--- src/rtl/simmem_pkg.sv ---
// Shared simulated-memory types: read-data beat payload, ID count, burst length width, arbiter state.
package simmem_pkg;

    localparam int unsigned NumIds            = 4;
    localparam int unsigned MaxRBurstLenWidth = 3;

    typedef struct packed {
        logic [31:0] data;
        logic [1:0]  resp;
    } rdata_t;

    typedef enum logic {
        ARB_IDLE   = 1'b0,
        ARB_LOCKED = 1'b1
    } rdata_arb_state_e;

endpackage

--- src/rtl/simmem_rr_picker.sv ---
// Round-robin picker: first requester at or after ptr_i, wrapping; one-hot grant.
// Purely combinational, zero latency; no backpressure of its own.
module simmem_rr_picker #(
    parameter int unsigned N = 4
) (
    input  logic [N-1:0]         req_i,
    input  logic [$clog2(N)-1:0] ptr_i,
    output logic [N-1:0]         gnt_o
);

    localparam int unsigned W  = $clog2(N);
    localparam int unsigned W1 = W + 1;

    always_comb begin
        logic         found;
        logic [W:0]   sum;
        logic [W-1:0] idx;
        gnt_o = '0;
        found = 1'b0;
        sum   = '0;
        idx   = '0;
        for (int off = 0; off < N; off++) begin
            sum = {1'b0, ptr_i} + W1'(off);
            if (sum >= W1'(N)) begin
                sum = sum - W1'(N);
            end
            idx = sum[W-1:0];
            if (!found && req_i[idx]) begin
                gnt_o[idx] = 1'b1;
                found      = 1'b1;
            end
        end
    end

endmodule

--- src/rtl/simmem_rdata_arbiter.sv ---
// Burst-locked round-robin arbiter of released read-data beats onto one registered output.
// Latency 1 cycle; a beat is taken only when the output register is empty or draining this cycle.
module simmem_rdata_arbiter
    import simmem_pkg::*;
#(
    parameter int unsigned NumPorts = simmem_pkg::NumIds,
    parameter int unsigned MaxBeats = 2 ** simmem_pkg::MaxRBurstLenWidth
) (
    input  logic                        clk_i,
    input  logic                        rst_ni,
    input  logic [NumPorts-1:0]         in_valid_i,
    input  logic [NumPorts-1:0]         in_last_i,
    input  rdata_t                      in_data_i [NumPorts],
    output logic [NumPorts-1:0]         in_ready_o,
    output logic                        out_valid_o,
    input  logic                        out_ready_i,
    output rdata_t                      out_data_o,
    output logic [$clog2(NumPorts)-1:0] out_port_o,
    output logic                        out_last_o,
    output logic                        lock_o
);

    localparam int unsigned PortW = $clog2(NumPorts);
    localparam int unsigned CntW  = $clog2(MaxBeats);
    localparam logic [PortW-1:0] LastPort = PortW'(NumPorts - 1);
    localparam logic [CntW-1:0]  CntMax   = CntW'(MaxBeats - 1);

    rdata_arb_state_e   state_q, state_d;
    logic [PortW-1:0]   lock_port_q, lock_port_d;
    logic [PortW-1:0]   rr_q, rr_d;
    logic [CntW-1:0]    cnt_q, cnt_d;
    logic               out_valid_q, out_last_q;
    logic [PortW-1:0]   out_port_q;
    rdata_t             out_data_q;

    logic [NumPorts-1:0] rr_gnt, lock_gnt, gnt_oh;
    logic [PortW-1:0]    gnt_idx;
    logic                can_capture, capture, last_eff;

    simmem_rr_picker #(.N(NumPorts)) u_rr_picker (
        .req_i (in_valid_i),
        .ptr_i (rr_q),
        .gnt_o (rr_gnt)
    );

    always_comb begin
        lock_gnt              = '0;
        lock_gnt[lock_port_q] = in_valid_i[lock_port_q];
        gnt_oh                = (state_q == ARB_LOCKED) ? lock_gnt : rr_gnt;
        can_capture           = !out_valid_q || out_ready_i;
        in_ready_o            = (rst_ni && can_capture) ? gnt_oh : '0;
        capture               = |in_ready_o;
        gnt_idx               = '0;
        for (int i = 0; i < NumPorts; i++) begin
            if (gnt_oh[i]) begin
                gnt_idx = PortW'(i);
            end
        end
        // A burst that hits the length cap is closed as if it carried last.
        last_eff = in_last_i[gnt_idx] || (cnt_q == CntMax);
    end

    always_comb begin
        state_d     = state_q;
        lock_port_d = lock_port_q;
        rr_d        = rr_q;
        cnt_d       = cnt_q;
        if (capture) begin
            if (last_eff) begin
                state_d = ARB_IDLE;
                cnt_d   = '0;
                rr_d    = (gnt_idx == LastPort) ? '0 : gnt_idx + PortW'(1);
            end else begin
                state_d     = ARB_LOCKED;
                lock_port_d = gnt_idx;
                cnt_d       = cnt_q + CntW'(1);
            end
        end
    end

    always_ff @(posedge clk_i or negedge rst_ni) begin
        if (!rst_ni) begin
            state_q     <= ARB_IDLE;
            lock_port_q <= '0;
            rr_q        <= '0;
            cnt_q       <= '0;
            out_valid_q <= 1'b0;
            out_last_q  <= 1'b0;
            out_port_q  <= '0;
            out_data_q  <= '0;
        end else begin
            state_q     <= state_d;
            lock_port_q <= lock_port_d;
            rr_q        <= rr_d;
            cnt_q       <= cnt_d;
            if (capture) begin
                out_valid_q <= 1'b1;
                out_data_q  <= in_data_i[gnt_idx];
                out_port_q  <= gnt_idx;
                out_last_q  <= last_eff;
            end else if (out_ready_i) begin
                out_valid_q <= 1'b0;
            end
        end
    end

    assign out_valid_o = out_valid_q;
    assign out_data_o  = out_data_q;
    assign out_port_o  = out_port_q;
    assign out_last_o  = out_last_q;
    assign lock_o      = (state_q == ARB_LOCKED);

endmodule

--- config.mk ---
export PLATFORM = sky130hd
export DESIGN_NAME = simmem_rdata_arbiter
export DESIGN_NICKNAME = d
export VERILOG_FILES = /design/src/rtl/simmem_pkg.sv /design/src/rtl/simmem_rr_picker.sv /design/src/rtl/simmem_rdata_arbiter.sv
export SDC_FILE = /design/constraint.sdc
export NUM_CORES = 1
export LEC_CHECK = 0
export CAP_MARGIN = 5
export CORE_MARGIN = 2
export CORE_UTILIZATION = 38
export DETAILED_ROUTE_END_ITERATION = 10
export PLACE_DENSITY = 0.82
export SETUP_SLACK_MARGIN = 0.05
export SYNTH_ARGS = -nofsm -noshare
export SYNTH_HDL_FRONTEND = slang
export SYNTH_HIERARCHICAL = 1
export SYNTH_SLANG_ARGS = --single-unit
--- constraint.sdc ---
create_clock -name clk_i -period 4.43 [get_ports clk_i]
set_input_delay 0.6645 -clock clk_i [delete_from_list [all_inputs] [get_ports clk_i]]
set_output_delay 0.6645 -clock clk_i [all_outputs]
set_load 0.01 [all_outputs]
* Word-level counts from Yosys, hierarchy flattened
Cells that the tools add are included.
** Word-level totals
- Bits in registers :: 46
- Input port bits :: 147
- Output and inout bits :: 43
** Cells by class
- $add $sub $neg :: 9
- Order comparisons :: 16
- Eq/ne operators :: 2
- Multiplexer cells :: 46
- Bitwise gates (word level) :: 6
- Reductions and logical operators :: 19
** Operator list (count)
- 34-bit binary-select mux with 2-bit select :: 1
- 34-bit two-way mux :: 2
- 4-bit two-way mux :: 6
- 2-bit by 3-bit less-than comparator with 1-bit output, second input constant :: 6
- 1-bit two-way mux :: 18
- 2-bit two-way mux :: 7
- 1-bit binary-select mux with 2-bit select :: 6
- 3-bit greater-or-equal comparator, second input constant :: 4
- 4-bit OR :: 3
- 1-bit demux with 2-bit select :: 5
- 2-bit by 1-bit greater-or-equal comparator with 1-bit output, second input constant :: 5
- 1-bit logical AND :: 9
- 2-bit by 1-bit subtractor with 2-bit output, second input constant :: 4
- 2-bit by 2-bit adder with 3-bit output, second input constant :: 2
- 4-bit bitwise AND :: 1
- 1-bit zero test :: 4
- 2-bit AND reduction :: 2
- 4-bit OR reduction :: 1
- 2-bit by 1-bit adder with 3-bit output, second input constant :: 1
- 3-bit by 1-bit adder with 3-bit output, second input constant :: 1
- 3-bit equality test, second input constant :: 1
- 2-bit by 3-bit greater-or-equal comparator with 1-bit output, second input constant :: 1
- 3-bit two-way mux :: 1
- 2-bit inverter with 3-bit output :: 1
- 5 further kinds :: 6

* Logic depth before layout (Yosys ltp)
Gate-level depths: netlist of run 1.
- Depth after elaboration :: 23
- Mapped depth :: 14

* Modules after synthesis
Netlist of run 1, hierarchy kept.
** Modules (own cells, without submodules)
- simmem_rdata_arbiter :: times used 1, cells each 282, area each 2791.4 um^2, seq. area each 1151.1 um^2
- simmem_rr_picker :: times used 1, cells each 30, area each 302.8 um^2, seq. area each 0.0 um^2

* Worst setup path before layout of run 1
Ideal clock, no wire load.
- Path kind :: register to output
- Start point :: reg rr_q[0]
- End point :: out in_ready_o[1]
- Data arrival time :: 2.692 ns
- Data required time :: 3.766 ns
- Setup slack :: 1.074 ns
- Cell stages (with the launch flop) :: 12
- Cells stage by stage :: dfrtp_1 inv_1 ha_1 mux4_2 nor4b_4 a221o_1 nand2b_1 and2_1 buf_6 buf_6 buf_2 nor2_1
** On the way
- Longest elaborated chain between the ends :: 16
- Elaborated cells between the ends (all ways) :: 61
- Those cells by class :: 7 x add/sub; 12 x order compare; 29 x mux; 3 x bitwise; 10 x reduce/logical
** Ends and longest elaborated chain
- from (decl) :: RTL line simmem_rdata_arbiter.sv:30 : logic [PortW-1:0] rr_q, rr_d;
- from (signal assigned) :: RTL line simmem_rdata_arbiter.sv:94 : rr_q <= rr_d;
- parallel branches: the longest is 13 deep, another holds 2-bit by 1-bit adder with 3-bit output
- 4-bit two-way mux (*) :: RTL line simmem_rr_picker.sv:28 : if (!found && req_i[idx]) begin
- via rr_gnt[1] :: RTL line simmem_rdata_arbiter.sv:36 : logic [NumPorts-1:0] rr_gnt, lock_gnt, gnt_oh;
- 4-bit two-way mux (*) :: RTL line simmem_rdata_arbiter.sv:49 : gnt_oh = (state_q == ARB_LOCKED) ? lock_gnt : rr_gnt;
- 4-bit two-way mux (*) :: RTL line simmem_rdata_arbiter.sv:51 : in_ready_o = (rst_ni && can_capture) ? gnt_oh : '0;
- to (decl) :: RTL line simmem_rdata_arbiter.sv:14 : output logic [NumPorts-1:0] in_ready_o,
Mark *: on every way through the listed nets, which the timed path passes. The select of a mux whose other input is x is not followed.

* Worst setup path after layout of run 1
- Start point :: in in_valid_i[1]
- End point :: out in_ready_o[3]
** On the way
- Longest elaborated chain between the ends :: 14
- Elaborated cells between the ends (all ways) :: 29
- Those cells by class :: 19 x mux; 4 x bitwise; 6 x reduce/logical
** Ends and longest elaborated chain
- from (decl) :: RTL line simmem_rdata_arbiter.sv:11 : input logic [NumPorts-1:0] in_valid_i,
- 1-bit binary-select mux with 2-bit select :: RTL line simmem_rr_picker.sv:28
- 1-bit two-way mux (not written as such) :: RTL line simmem_rr_picker.sv:28
- 1-bit two-way mux :: RTL line simmem_rr_picker.sv:28
- 1-bit zero test :: RTL line simmem_rr_picker.sv:28
- 1-bit logical AND :: RTL line simmem_rr_picker.sv:28
- 1-bit two-way mux :: RTL line simmem_rr_picker.sv:28
- 1-bit zero test :: RTL line simmem_rr_picker.sv:28
- 1-bit logical AND :: RTL line simmem_rr_picker.sv:28
- 1-bit two-way mux :: RTL line simmem_rr_picker.sv:28
- 1-bit zero test :: RTL line simmem_rr_picker.sv:28
- 1-bit logical AND :: RTL line simmem_rr_picker.sv:28
- 4-bit two-way mux (*) :: RTL line simmem_rr_picker.sv:28
- via rr_gnt[3] :: RTL line simmem_rdata_arbiter.sv:36
- 4-bit two-way mux (*) :: RTL line simmem_rdata_arbiter.sv:49
- 4-bit two-way mux (*) :: RTL line simmem_rdata_arbiter.sv:51
The timed path passes the listed nets; every way through them passes the cells marked *. The select of a mux whose other input is x is not followed.

==> metrics.md, run 1 <==
| Metric | Value |
|---|---|
| Most instantiated library cell after synthesis | dfrtp_1 |
| CP dominant cell by count | clkdlybuf4s50_1 |
| Average wire per cell in the routed design | around 17 um |
| Initial antenna violation count | 0 |
| Sequential cell area | between 1000 and 1500 um2 |
| Post-synthesis register bit count | 46 |
| Tcrit/Tclk final | between 90% and 100% |
| Post-route cell area | approximately 5200 um2 |
| Routed wl met2 | about 5.5 mm |
| Clk buf depth | 2 |
| Metal1 wirelength | 4.02 mm |
| GRT Util Overall | ~23% |
| Io pins | between 150 and 200 |
| Slew at the pin closest to its max-slew limit | roughly 1.0 ns |
| Num CTS Buffers | 5 |
| Critical path peak fanout | 6 |
| Routed via count | about 3300 |
| Yosys cell types | 49 |
| P_leak | about 2.1 nW |
| CP Launch Type | primary input |
| Die Height | 94.2 um |
| Global-route wire length before repair | between 15 and 20 mm |
| WP data arrival | approximately 3.5 ns |
| Mean Syn Cell Area | roughly 9.9 um2 |
| Ys async rst share | 100% |
| TNS Setup | 0 ns |
| Vias in the first global route | between 3000 and 4000 |
| Max frequency | approximately 240 MHz |
| Layout cell share with drive strength beyond 1 | 9.66% |
| Port buffer count | 189 |
| Synth top area cells | dfrtp_1, a222oi_1, mux2_1, nand2_1, nor2_1 |
| Status | finished clean |
| Worst-path cell chain | clkdlybuf4s50_1 > mux4_2 > nor4b_4 > a221o_1 > or2b_1 > and2_1 > nor2_1 > clkdlybuf4s50_1 |
| GP Congestion | 0.870 |
| RSZ-0062 raised after global routing | no |
| Hold Vio Cnt, Final | 0 |
| CP Capture Type | output port |
| Die W | between 90 and 100 um |
| Slowest Stage Delay on Critical Path | between 0.6 and 0.7 ns |
| Final clock skew | approximately 0.014 ns |
| Layout Nets | 652 |
| Crit path required time | 3.77 ns |
| Synth Instances | ~310 |
| Highest metal used | met4 |
| Slew Viols, Final | 0 |
| Ys Warns | 6 |
| Initial Util | around two fifths |
| Largest net degree at the start of global routing | 52 |
| Area Overhead vs Synth | 68.3% |
| Post-route antenna net violation count | 0 |
| Leading register cell type out of synthesis | dfrtp_1 |
| Top cells by count, synth | dfrtp_1, nand2_1, nor2_1 |
| Slowest-stage cell, CP | mux4_2 |
| Final setup vio count | 0 |
| Wirelength, routed | 10.5 mm |
| CP Class | in -> out |
| Final min period | between 4 and 5 ns |
| Routed wl met3 | 775 um |
| Vias per inst | between 5 and 6 |
| DRC violations left | 0 |
| Seq/Total Area, Yosys | 37.2% |
| Core box area | between 7000 and 8000 um2 |
| Worst-path clk slew | 0.09 ns |
| Root Driver | clkbuf_8 |
| Synth top area share | 37.2% |
| Drt pass-1 iters | 6 |
| Max-Cap Viols | 0 |
| Clk sinks | 46 |
| Die area | approximately 9000 um2 |
| Yosys top cell by area | dfrtp_1 |
| Number of flops mapped to enable cells by yosys | 0 |
| Worst slew margin | a little under a third |
| Diode count | 0 |
| TritonCTS clock tree | built |
| Grt ovf | 0 |
| Synthesized net count | approximately 470 |
| Worst r2r src | rr_q[1] |
| Placed inst area | 5080 um2 |
| Worst setup startpoint | in_valid_i[1] |
| Multi-input logic area | roughly 1800 um2 |
| PwrDens | 689 nW/um2 |
| Type of the worst min-delay path | in -> async |
| DRT iter0 DRCs | 220 |
| Fillers | about 630 |
| Worst skew pair latency | 0.29 ns |
| H-tree Lvls | 2 |
| Max rail drop VDD | 0.260 mV |
| Hpwl dp | roughly 8.1 mm |
| # rows | 32 |
| Mapped cell area | approximately 3100 um2 |
## worst paths after layout
check	end	cells past startpoint	slack, ns
min reg2reg	out_data_o[12]	1	0.48
min in group clk_i	out_data_o[12]	1	0.48
max reg2reg	out_data_o[13]	10	0.81
min	cnt_q[1]	2	0.48
max in group asynchronous	rr_q[0]	2	3.52
max	in_ready_o[3]	8	0.23
## per-stage QoR
step	hold slack [ns]	setup slack [ns]	power, mW	util (%)	instances
2_1_floorplan	0.369	1.07	2.36	-	312
3_3_place_gp	0.459	0.279	3.21	65.1	590
3_5_place_dp	0.465	0.198	3.27	65.1	590
4_1_cts	0.483	0.179	3.60	66.5	598
5_1_grt	0.494	0.0634	3.86	66.7	599
6_report	0.479	0.227	3.59	66.7	599
## timing repair
item / 4_1_cts / 5_1_grt
buffers inserted: 0 / 1
hold buffers: 0 / 0
endpoints found under the setup margin: 0 / 2
hold endpoints to repair: 0 / 0
gates resized for setup: 0 / 2
## placed cells by master, fill, tap and decap left out, types with 4 or more instances in the layout
master / count
clkdlybuf4s50_1: 188
dfrtp_1: 45
nand2_1: 38
nor2_1: 34
a21oi_1: 26
a222oi_1: 24
mux2_1: 18
a21o_1: 12
mux2_2: 10
o22ai_1: 10
a311oi_1: 10
ha_1: 9
buf_4: 9
o21ai_0: 5
clkbuf_8: 5
inv_1: 4
a221o_1: 4
## critical path: cells and delay by family
family          cells  cell delay [ns]
buf+inv             2             1.10
simple gates        4             0.93
mux                 1             0.61
compound gates      1             0.25
## cell families (layout without fill, tap and decap cells)
logic type	Yosys count	count (layout)	synth area share, %
and+or+nand+nor	92	92	14.5
muxes	33	33	13.7
buffers and inverters	26	211	4.49
adders and majority gates	9	9	3.64
DFF	46	46	37.2
AOI/OAI and AO/OA	106	106	26.5
## flip-flops by register name, summed over array words and instances (netlist names)
name,count
out_data_o,34
cnt_q,3
lock_port_q,2
out_port_o,2
rr_q,2
lock_o,1
out_last_o,1
out_valid_o,1
## where the power goes
group / total, mW / switching, mW / internal (mW)
Sequential: 0.795 / 0.160 / 0.635
Clock: 0.307 / 0.138 / 0.168
Combinational: 2.49 / 1.25 / 1.23
Total: 3.59 / 1.55 / 2.04
## layout make-up
| class | count | share of cell area (%) |
|---|---|---|
| inverters | 4 | 0.288 |
| multi-input cells | 240 | 35.1 |
| repair buffers | 199 | 37.9 |
| clock inverters | 2 | 0.721 |
| clock buffers | 6 | 1.39 |
| flip-flops and latches | 46 | 22.1 |
| well taps | 102 | 2.45 |
## metal layers
metal	up-vias	GRT usage [%]
li1	1575	-
met1	1576	28.7
met2	136	40.5
met3	18	5.30
met4	0	4.95
met5	-	0
Power figures use the tool's default switching activity.
==> run 2, diff against run 1 <==
--- a/config.mk
+++ b/config.mk
@@ -6,10 +6,13 @@
 export NUM_CORES = 1
 export LEC_CHECK = 0
 export CAP_MARGIN = 5
+export CELL_PAD_IN_SITES_DETAIL_PLACEMENT = 0
+export CELL_PAD_IN_SITES_GLOBAL_PLACEMENT = 1
 export CORE_MARGIN = 2
-export CORE_UTILIZATION = 38
+export CORE_UTILIZATION = 27
 export DETAILED_ROUTE_END_ITERATION = 10
-export PLACE_DENSITY = 0.82
+export HOLD_SLACK_MARGIN = 0.1
+export PLACE_DENSITY_LB_ADDON = 0.1
 export SETUP_SLACK_MARGIN = 0.05
 export SYNTH_ARGS = -nofsm -noshare
 export SYNTH_HDL_FRONTEND = slang
==> metrics.md, run 2 (synthesis results as in run 1) <==
| Metric | Value |
|---|---|
| Io pins | 190 (unchanged) |
| WP data arrival | 3.57 ns (+0.03 ns) |
| CP Buf/Inv Count | 2 (unchanged) |
| Crit path depth | 8 (unchanged) |
| Reg2reg path depth | 10 (unchanged) |
| R2r endpoint | out_data_o[15] |
| Area Overhead vs Synth | 70.6% |
| Drt pass-1 iters | 5 (-1) |
| Slowest-stage cell, CP | mux4_2 |
| Worst skew pair latency | 0.28 ns (about the same) |
| Delay-heaviest family, CP | buffers and inverters |
| Die Height | 111 um (+18%) |
| Initial antenna violation count | 0 (unchanged) |
| Reg2Reg Setup Slack | 0.79 ns (-0.02 ns) |
| Max frequency | 236 MHz (-0.71%) |
| Worst slew margin | 27.3% (-2.8 points) |
| Final clock skew | 0.00597 ns (-0.00781 ns) |
| Post-route antenna net violation count | 0 (unchanged) |
| Max-Cap Viols | 0 (unchanged) |
| Root Driver | clkbuf_16 |
| Initial Util | 27.3% (-12 points) |
| Num CTS Buffers | 5 (unchanged) |
| P_leak | 2.14 nW (+0.76%) |
| Hold Vio Cnt, Final | 0 (unchanged) |
| Global-route wire length before repair | 17.7 mm (+10%) |
| CP endpoint | in_ready_o[3] |
| Wirelength, routed | 11.0 mm (+5.0%) |
| Port buffer count | 189 (unchanged) |
| Type of the worst min-delay path | in -> async |
| Worst setup startpoint | in_valid_i[1] |
| Layout cell share with drive strength beyond 1 | 9.66% (unchanged) |
| CP Launch Type | primary input |
| Clk sinks | 46 (unchanged) |
| DRT iter0 DRCs | 166 (-25%) |
| H-tree Lvls | 2 (unchanged) |
| Multi-input logic area | 1830 um2 (unchanged) |
| Diode count | 0 (unchanged) |
| PwrDens | 687 nW/um2 (-0.35%) |
| Post-route cell area | 5280 um2 (+1.4%) |
| Die area | 12300 um2 (+39%) |
| Largest net degree at the start of global routing | 46 (-12%) |
| Tcrit/Tclk final | 95.6% (+0.67 points) |
| Grt ovf | 0 (unchanged) |
| Crit path required time | 3.77 ns (about the same) |
| Vias in the first global route | 3411 (+7.2%) |
| Core box area | 11300 um2 (+45%) |
| DRC violations left | 0 (unchanged) |
| TNS Setup | 0 ns (unchanged) |
| Slew at the pin closest to its max-slew limit | 1.09 ns (+0.0421 ns) |
| Worst r2r src | rr_q[1] |
| Final min period | 4.23 ns (+0.0299 ns) |
| Worst-path clk slew | 0.06 ns (-0.03 ns) |
| Critical path peak fanout | 8 (+2) |
| Status | finished clean |
| RSZ-0062 raised after global routing | no |
| Sequential cell area | 1150 um2 (unchanged) |
| Most common cell after layout, fill and taps aside | clkdlybuf4s50_1 |
| Fillers | 1134 (+81%) |
| Hpwl dp | 8.13 mm (+0.22%) |
| Layout Nets | 652 (unchanged) |
| GP Congestion | 0.779 (-10%) |
| # rows | 39 (+22%) |
| Worst-path cell chain | clkdlybuf4s50_1 > mux4_2 > nor4b_4 > a221o_1 > or2b_1 > and2_1 > nor2_1 > clkdlybuf4s50_1 |
| Max FFs per register | 34 (unchanged) |
| Slew Viols, Final | 0 (unchanged) |
| CP dominant cell by count | clkdlybuf4s50_1 |
| Placed inst area | 5120 um2 (+0.62%) |
| TritonCTS clock tree | built |
| Slowest Stage Delay on Critical Path | 0.61 ns (about the same) |
| CP Class | in -> out |
| Vias per inst | 5.10 (-7.6%) |
| Final setup vio count | 0 (unchanged) |
| GRT Util Overall | 17.6% (-5.4 points) |
| Routed via count | 3264 (-1.2%) |
| Commonest cells after routing, fill and taps aside | clkdlybuf4s50_1, dfrtp_1, nand2_1 |
| Clk buf depth | 2 (unchanged) |
| Cts hold-fix bufs | 0 (unchanged) |
| Die W | 111 um (+18%) |
| Max rail drop VDD | 0.247 mV (-5.0%) |
| Average wire per cell in the routed design | 17.2 um (-1.8%) |
| CP Capture Type | output port |
## run 2: cell count changes in the layout (fill, tap and decap cells not counted)
| cell | delta |
|---|---|
| bufinv_16 | -1 |
| buf_12 | -1 |
| clkinv_2 | +1 |
| clkinvlp_4 | -1 |
| clkinv_4 | +1 |
| clkbuf_16 | +5 |
| buf_4 | +1 |
| clkbuf_8 | -5 |
## run 2: layout make-up
| class | count | share of cell area (%) |
|---|---|---|
| repair buffers | 199 | 37.2 |
| multi-input cells | 240 | 34.6 |
| flip-flops and latches | 46 | 21.8 |
| well taps | 143 | 3.39 |
| clock buffers | 6 | 2.44 |
| inverters | 4 | 0.284 |
| clock inverters | 2 | 0.261 |
## run 2: timing repair
item,4_1_cts,5_1_grt
buffers inserted,0,2
endpoints found under the setup margin,0,2
gates resized for setup,0,2
## run 2: worst min path at each step
stage                endpoint  slack [ns]  depth (start not counted)      startpoint
3_5_place_dp    out_data_o[4]        0.47                          1   out_data_o[4]
6_report          out_valid_o        0.18                          1          rst_ni
4_1_cts           out_valid_o        0.18                          1          rst_ni
3_3_place_gp   out_data_o[21]        0.46                          1  out_data_o[21]
2_1_floorplan        cnt_q[0]        0.37                          0          rst_ni
5_1_grt           out_valid_o        0.19                          1          rst_ni
## run 2: power by group
group          internal, mW  switching, mW  leakage (nW)
logic                  1.21           1.25          1.53
clock network         0.210          0.160        0.0708
registers             0.636          0.162         0.539
total                  2.06           1.57          2.14
## run 2: metrics by stage
step	std cells	util (%)	worst slack [ns]	total power [mW]	hold slack [ns]
finish	640	46.6	0.197	3.62	0.184
global route	640	46.6	0.0681	3.95	0.185
CTS	638	46.5	0.177	3.67	0.183
detailed placement	630	45.2	0.185	3.28	0.468
global placement	630	45.2	0.230	3.25	0.460
floorplan	312	-	1.07	2.36	0.369
## run 2: per-layer routing
layer	GRT usage (%)	part of all wire [%]	up-vias
met3	4.26	6.0	10
met5	0	0	-
met2	32.6	53	103
li1	-	-	1574
met4	3.62	1.1	0
met1	20.7	40	1577
## run 2: worst reg2reg max path, cell delays in order (launching register included)
cell and delay [ns]:
dfrtp_1 0.49, inv_1 0.12, ha_1 0.34, mux4_2 0.40, nor4b_4 0.38, a221o_1 0.28, nor2b_2 0.21, nor2_1 0.11
nor2_2 0.85, a222oi_1 0.19, a21oi_1 0.21
